[src/rtl/tf_fetch_ctrl.sv]
// tf_fetch_ctrl -- twiddle-factor fetch controller.
//
// Reads a run of consecutive twiddle ROM words, starting at base_addr and
// wrapping modulo 2^ADDR_W. Each word is passed through a 2-entry output FIFO
// to the TF delay pipeline. The ROM has a fixed read latency of one cycle.
//
// Ports:
//   clk, rst      clock, synchronous active-high reset
//   start         one-cycle pulse; honoured only in IDLE
//   base_addr     first ROM word of the run
//   num_words     words in the run (0 means 2^ADDR_W)
//   modulus_in    modulus for the run, latched on start
//   rom_rd_en     ROM read strobe
//   rom_rd_addr   ROM read address
//   rom_rd_data   16 TFs, valid one cycle after rom_rd_en
//   tf_out        FIFO head (TF0 in the lowest slice)
//   modulus_out   latched modulus
//   tf_valid      tf_out holds a word
//   tf_ready      consumer accepts the word
//   busy          run in progress (FETCH or DRAIN)
//   done          one-cycle pulse when the last word transfers
//   stall_cnt     (only with TF_FETCH_STALL_CNT_EN) cycles with tf_valid high
//                 and tf_ready low, saturating at 0xFFFF
//
// Handshake: a word transfers on every cycle where tf_valid and tf_ready are
// both high; while tf_valid is high and tf_ready is low, tf_out holds steady.
//
// Optional feature macro: TF_FETCH_STALL_CNT_EN.

`ifndef D_width
`define D_width 16
`endif

module tf_fetch_ctrl #(
   parameter int D_WIDTH = `D_width,
   parameter int ADDR_W  = 8
) (
   input  logic                   clk,
   input  logic                   rst,
   input  logic                   start,
   input  logic [ADDR_W-1:0]      base_addr,
   input  logic [ADDR_W-1:0]      num_words,
   input  logic [D_WIDTH-1:0]     modulus_in,
   output logic                   rom_rd_en,
   output logic [ADDR_W-1:0]      rom_rd_addr,
   input  logic [16*D_WIDTH-1:0]  rom_rd_data,
   output logic [16*D_WIDTH-1:0]  tf_out,
   output logic [D_WIDTH-1:0]     modulus_out,
   output logic                   tf_valid,
   input  logic                   tf_ready,
   output logic                   busy,
   output logic                   done
`ifdef TF_FETCH_STALL_CNT_EN
   ,
   output logic [15:0]            stall_cnt
`endif
);

   localparam logic [1:0] S_IDLE  = 2'd0;
   localparam logic [1:0] S_FETCH = 2'd1;
   localparam logic [1:0] S_DRAIN = 2'd2;

   // Counters are one bit wider than the address so a full 2^ADDR_W run fits.
   localparam int CW = ADDR_W + 1;
   localparam logic [CW-1:0] ONE = CW'(1);

   logic [1:0]             state_q, state_d;
   logic [ADDR_W-1:0]      base_q;
   logic [CW-1:0]          total_q;
   logic [CW-1:0]          issue_cnt_q;
   logic [CW-1:0]          accept_cnt_q;
   logic [D_WIDTH-1:0]     modulus_q;
   logic                   inflight_q;
   logic [16*D_WIDTH-1:0]  fifo_mem_q [2];
   logic                   wr_ptr_q;
   logic                   rd_ptr_q;
   logic [1:0]             count_q;

   logic                   accept_start;
   logic                   push;
   logic                   pop;
   logic [1:0]             occ_after_pop;
   logic                   room;
   logic                   last_issue;
   logic                   last_accept;

   assign accept_start = (state_q == S_IDLE) && start;
   assign tf_valid     = (count_q != 2'd0);
   assign tf_out       = fifo_mem_q[rd_ptr_q];
   assign pop          = tf_valid && tf_ready;
   // The read issued last cycle lands in the FIFO at this edge.
   assign push         = inflight_q;

   // A word leaving this cycle frees its slot, so a read may issue in the
   // same cycle; this keeps one word per cycle with tf_ready held high.
   assign occ_after_pop = count_q - {1'b0, pop};
   assign room          = ({1'b0, occ_after_pop} + {2'b00, inflight_q}) < 3'd2;

   assign rom_rd_en   = (state_q == S_FETCH) && room;
   assign rom_rd_addr = base_q + issue_cnt_q[ADDR_W-1:0];

   assign last_issue  = rom_rd_en && (issue_cnt_q == total_q - ONE);
   assign last_accept = pop && (accept_cnt_q == total_q - ONE);

   assign busy        = (state_q == S_FETCH) || (state_q == S_DRAIN);
   assign done        = (state_q == S_DRAIN) && last_accept;
   assign modulus_out = modulus_q;

   always_comb begin
      state_d = state_q;
      case (state_q)
         S_IDLE:  if (start)       state_d = S_FETCH;
         S_FETCH: if (last_issue)  state_d = S_DRAIN;
         S_DRAIN: if (last_accept) state_d = S_IDLE;
         default:                  state_d = S_IDLE;
      endcase
   end

   always_ff @(posedge clk) begin
      if (rst) begin
         state_q      <= S_IDLE;
         base_q       <= '0;
         total_q      <= '0;
         issue_cnt_q  <= '0;
         accept_cnt_q <= '0;
         modulus_q    <= '0;
         inflight_q   <= 1'b0;
         wr_ptr_q     <= 1'b0;
         rd_ptr_q     <= 1'b0;
         count_q      <= 2'd0;
         for (int i = 0; i < 2; i++) fifo_mem_q[i] <= '0;
      end else begin
         state_q    <= state_d;
         inflight_q <= rom_rd_en;

         if (accept_start) begin
            base_q       <= base_addr;
            total_q      <= (num_words == '0) ? {1'b1, {ADDR_W{1'b0}}}
                                              : {1'b0, num_words};
            modulus_q    <= modulus_in;
            issue_cnt_q  <= '0;
            accept_cnt_q <= '0;
         end

         if (rom_rd_en) issue_cnt_q  <= issue_cnt_q + ONE;
         if (pop)       accept_cnt_q <= accept_cnt_q + ONE;

         if (push) begin
            fifo_mem_q[wr_ptr_q] <= rom_rd_data;
            wr_ptr_q             <= ~wr_ptr_q;
         end
         if (pop) rd_ptr_q <= ~rd_ptr_q;

         case ({push, pop})
            2'b10:   count_q <= count_q + 2'd1;
            2'b01:   count_q <= count_q - 2'd1;
            default: count_q <= count_q;
         endcase
      end
   end

`ifdef TF_FETCH_STALL_CNT_EN
   always_ff @(posedge clk) begin
      if (rst || accept_start) begin
         stall_cnt <= 16'd0;
      end else if (tf_valid && !tf_ready && (stall_cnt != 16'hFFFF)) begin
         stall_cnt <= stall_cnt + 16'd1;
      end
   end
`endif

endmodule

[config.mk]
export PLATFORM = sky130hd
export DESIGN_NAME = tf_fetch_ctrl
export DESIGN_NICKNAME = d
export VERILOG_FILES = /design/src/rtl/tf_fetch_ctrl.sv
export SDC_FILE = /design/constraint.sdc
export NUM_CORES = 1
export LEC_CHECK = 0
export ABC_AREA = 1
export CAP_MARGIN = 20
export CORE_ASPECT_RATIO = 1.25
export CORE_MARGIN = 3
export CORE_UTILIZATION = 50
export DETAILED_ROUTE_END_ITERATION = 12
export PLACE_DENSITY = 0.91
export SLEW_MARGIN = 20
export SYNTH_ARGS = -nofsm -noshare
export SYNTH_HDL_FRONTEND = slang
export SYNTH_SLANG_ARGS = --single-unit
[constraint.sdc]
create_clock -name clk -period 12.1 [get_ports clk]
set_input_delay 1.815 -clock clk [delete_from_list [all_inputs] [get_ports clk]]
set_output_delay 1.815 -clock clk [all_outputs]
set_load 0.03 [all_outputs]
==> results summary <==
The run finished with clean final reports. The hold violation total from the final report came to 0. The effective utilization at floorplan is 0.509. The die covers 52200 um2.

The root buffer cell chosen for the clock tree is clkbuf_16. The CTS tree is done. The total overflow reported by the global router is 0. The fraction of the cycle the final worst path needs came out at 0.521. The detailed-route vias per instance is 5.24. The count of buffering cells on the critical path with inverters included is 3. The fmax came out at 0.159 GHz. The met2 layer usage reported by global route is 0.432. The switching component of the power came out at 2.02 mW. The sequential cell area fraction in the yosys report came out at 0.669.

After floorplanning, the core was divided into 90 placement rows. The number of placed instances, taps included came out at 3243. The relative slew slack is 0.250.

The share of power burned in the clock network came out at 0.256. Clock latency on the worst-skew pair, taken at its later pin, is 0.59 ns. The placeable core region came out at 48600 um2. The buffer depth of the longest clock path is 3. The count of clock tree sinks is 571. The kind of cell with the highest combined delay along the critical path is buffers and inverters. The kind of capture point of the worst setup path is a primary output. The number of buffer cells added on primary ports came out at 575.

The biggest fanout along the worst timing path is 78. The first global-routing pass estimated 98.0 mm of wire. Excluding fillers, the count of instances in the completed layout stands at 3347.

The met3 layer usage reported by global route is 0.0443. Summing over every cut layer, the via total after detailed routing is 17500. The max-cap check violation count came out at 0. The endpoint identified for the worst register-to-register timing path is fifo_mem_q[0][64]$_SDFFCE_PN0P_. The clock slew at the register clock pins of the worst setup and hold paths came out at 0.06 ns. The internal portion of the total power is 4.08 mW. Setup violations remaining at the end of the flow were counted as 0.

The post-synthesis async set-or-reset flop share is 0. In this run the number of H-tree levels came out at 2. The multi-input combinational cell area is 6660 um2. The summed negative setup slack over all endpoints came out at 0 ns. Entering global routing, the biggest net connects 100 pins. Counting instances, the worst hold path has a depth of 1. The total routing resource utilization after global routing is 0.240.

The clock buffer count from CTS is 54. The remaining routing DRC violations came out at 0. The number of max-slew violations in the final report came out at 0. For this block, the initial DRC count from the detailed router was 1393.

The worst path arrival time is 4.48 ns. Measured in cells, the most critical reg-to-reg path has a length of 6. The met1 global-route usage came out at 0.281. In this run the static leakage power is 13.4 nW. The worst reg-to-reg setup slack came out at 8.20 ns.

The worst-case clock skew came out at 0.0115 ns. The number of antenna violations at the first check in global routing came to 4. The layer flagged by global routing as most heavily used is met2.

STA classifies the critical path startpoint as a flop. The count of distinct cell types in the synthesized netlist came out at 36. The slowest stage of the critical path belongs to the cell dfxtp_4. Of the cells placed in the final design, the portion with a size suffix greater than 1 is 0.136. Of the total power, the share spent switching nets is 0.332. In the synthesized netlist, the number of instances is 2105. Measured along the x axis, the die boundary spans 205 um.

The beginning of the worst hold path is rd_ptr_q$_SDFFE_PP0P_. The post-synthesis average cell area is 11.8 um2. The count of nets left with antenna violations after detail routing is 0. The count of instances resized after the clock tree is built came out at 0. The number of flops mapped to enable cells by yosys came out at 512.

The area growth from synthesis to layout is 32.1%. Setup repair after global routing left no endpoint under its margin. Among all flip-flop cells after synthesis, the most frequent one is edfxtp_1. During I/O placement, the number of pins put on the boundary was 576. The sum of net half-perimeters after detailed placement is 44.8 mm.

The number of buffers inserted for hold repair after clock tree synthesis is 0. The slew at the pin with the worst max-slew slack came out at 1.12 ns. The critical path's largest stage delay is 0.93 ns.

Data on the critical path is required at its endpoint by 10.28 ns. The class of the tightest hold or removal check is flop to flop. The number of nets produced by synthesis came out at 2414. The time the final worst path needs with I/O delays and setup came out at 6.30 ns.

The number of warning messages in the yosys log is 0. The classification of the worst setup path is flop to primary output. The y dimension of the die came out at 255 um. The routed wire length is 66.1 mm. The final layout net count came out at 2965. The startpoint identified for the worst register-to-register timing path is inflight_q$_SDFF_PP0_. The post-CTS setup-driven buffer insertion count is 0. The cell repeated most along the worst path is buf_4.

The signal on the critical path passes through buf_4 -> buf_4 -> mux2_2 -> clkdlybuf4s50_1. The number of synthesized register bits is 571. The combinational fraction of design power is 0.339. The number of global-route vias before repair came out at 18000. The maximum VDD drop came out at 0.163 mV. The pre-antenna-repair detailed-routing pass consisted of 7 iterations. The filler cells instantiated in the layout total 3182. Of the total power, registers draw 0.405. The average wire per standard cell is 19.7 um. The combined flip-flop and latch cell area is 16600 um2. The final estimated routing congestion in global placement came out at 0.895. In this run the cell area of the synthesized design comes to 24800 um2. In this run the power density over the cells is 187 nW/um2.
==> worst max path at each step <==
stage	start	to	cells after the start
2_1_floorplan	rst	fifo_mem_q[0][0]$_SDFFCE_PN0P_	6
3_3_place_gp	rst	fifo_mem_q[1][91]$_SDFFCE_PN0P_	7
3_5_place_dp	rst	fifo_mem_q[1][91]$_SDFFCE_PN0P_	7
4_1_cts	rst	fifo_mem_q[1][114]$_SDFFCE_PN0P_	7
5_1_grt	flop	tf_out[73]	4
6_report	flop	tf_out[212]	4
==> worst register-to-register path, stage by stage, from the launching register on <==
cell and delay [ns]:
dfxtp_1 0.44, inv_1 0.11, nor2_1 0.22, nand2_4 0.27, nand2_4 0.45, buf_4 0.86, buf_4 1.07
==> layout by cell type, fill, tap and decap left out, types with 4 or more instances in the layout <==
| master | count |
|---|---|
| nor2_1 | 593 |
| clkdlybuf4s50_1 | 575 |
| edfxtp_1 | 512 |
| inv_1 | 309 |
| mux2_2 | 256 |
| nand2_1 | 85 |
| dfxtp_1 | 58 |
| clkbuf_16 | 55 |
| o21ai_0 | 49 |
| nand3_1 | 36 |
| a21oi_1 | 31 |
| clkbuf_1 | 18 |
| ha_1 | 16 |
| buf_4 | 15 |
| clkinv_1 | 12 |
| clkinv_2 | 9 |
| nand2_2 | 7 |
| xor2_1 | 6 |
| diode_2 | 5 |
| inv_2 | 5 |
| nor3_1 | 5 |
| nand2_4 | 4 |
| nand4_1 | 4 |
| a211oi_1 | 4 |
==> stage by stage <==
step / utilization / instance area (um2) / power [mW] / setup WS, ns / hold WS [ns]
5_1_grt: 0.673 / 32700 / 6.32 / 5.60 / 0.470
2_1_floorplan: - / 24800 / 3.78 / 3.17 / 0.426
6_report: 0.673 / 32700 / 6.10 / 5.80 / 0.451
3_5_place_dp: 0.639 / 31100 / 4.57 / 4.75 / 0.437
3_3_place_gp: 0.639 / 31100 / 4.52 / 4.91 / 0.430
4_1_cts: 0.672 / 32700 / 6.12 / 5.36 / 0.449
==> Yosys cell counts (2+ instances only) <==
master / number / area share
clkbuf_1: 70 / 0.011
a221oi_1: 2 / 0.00071
buf_1: 2 / 0.00030
dfxtp_1: 59 / 0.048
inv_1: 309 / 0.047
nor2_2: 3 / 0.00076
buf_2: 25 / 0.0051
xor2_1: 6 / 0.0021
a21oi_1: 31 / 0.0063
nand2_1: 88 / 0.013
nor3b_1: 3 / 0.00091
nand4_1: 4 / 0.0010
nor2_4: 3 / 0.0014
o21ai_0: 49 / 0.0099
a211oi_1: 4 / 0.0012
nand2_2: 7 / 0.0018
ha_1: 16 / 0.0081
inv_2: 5 / 0.00076
nor2_1: 593 / 0.090
xnor2_1: 3 / 0.0011
mux2_2: 256 / 0.12
nand3b_1: 2 / 0.00061
nand3_1: 37 / 0.0075
nor3_1: 5 / 0.0010
edfxtp_1: 512 / 0.62
==> flip-flops by register name, indices dropped and copies added, names as in the netlist, named ones only <==
register	flops
fifo_mem_q	512
modulus_out	16
accept_cnt_q	9
issue_cnt_q	9
total_q	9
base_q	8
count_q	2
state_q	2
inflight_q	1
rd_ptr_q	1
wr_ptr_q	1
==> final cells by class <==
type / count / area share
flip-flops and latches: 571 / 0.506
repair buffers: 592 / 0.180
multi-input cells: 1122 / 0.204
clock buffers: 73 / 0.0441
clock inverters: 25 / 0.00467
well taps: 644 / 0.0246
diodes: 5 / 0.000382
inverters: 315 / 0.0361
==> cell families (layout without fill, tap and decap cells) <==
group                    after synthesis  after routing  synth area share
AO/OA/AOI/OAI                         90             90            0.0195
XOR/XNOR                               9              9           0.00318
adder cells (fa/ha/maj)               17             17           0.00889
buffers and inverters                412           1005            0.0637
flip-flops                           571            571             0.669
multiplexers                         256            256             0.116
other                                  0              5                 0
AND/OR/NAND/NOR                      750            750             0.120
==> per-layer routing <==
| layer | up-vias | part of all wire |
|---|---|---|
| met5 | - | 0.00030 |
| met4 | 2 | 0.043 |
| met3 | 163 | 0.075 |
| met2 | 852 | 0.52 |
| met1 | 8490 | 0.36 |
| li1 | 8032 | - |
==> power groups by stage <==
stage	Clock (mW)	Sequential (mW)	Combinational [mW]
floorplan	0	2.52	1.25
global placement	0	2.49	2.02
detailed placement	0	2.51	2.05
CTS	1.58	2.47	2.07
global route	1.65	2.49	2.18
finish	1.56	2.47	2.07
Note: power is estimated with default switching activity, not from simulation.
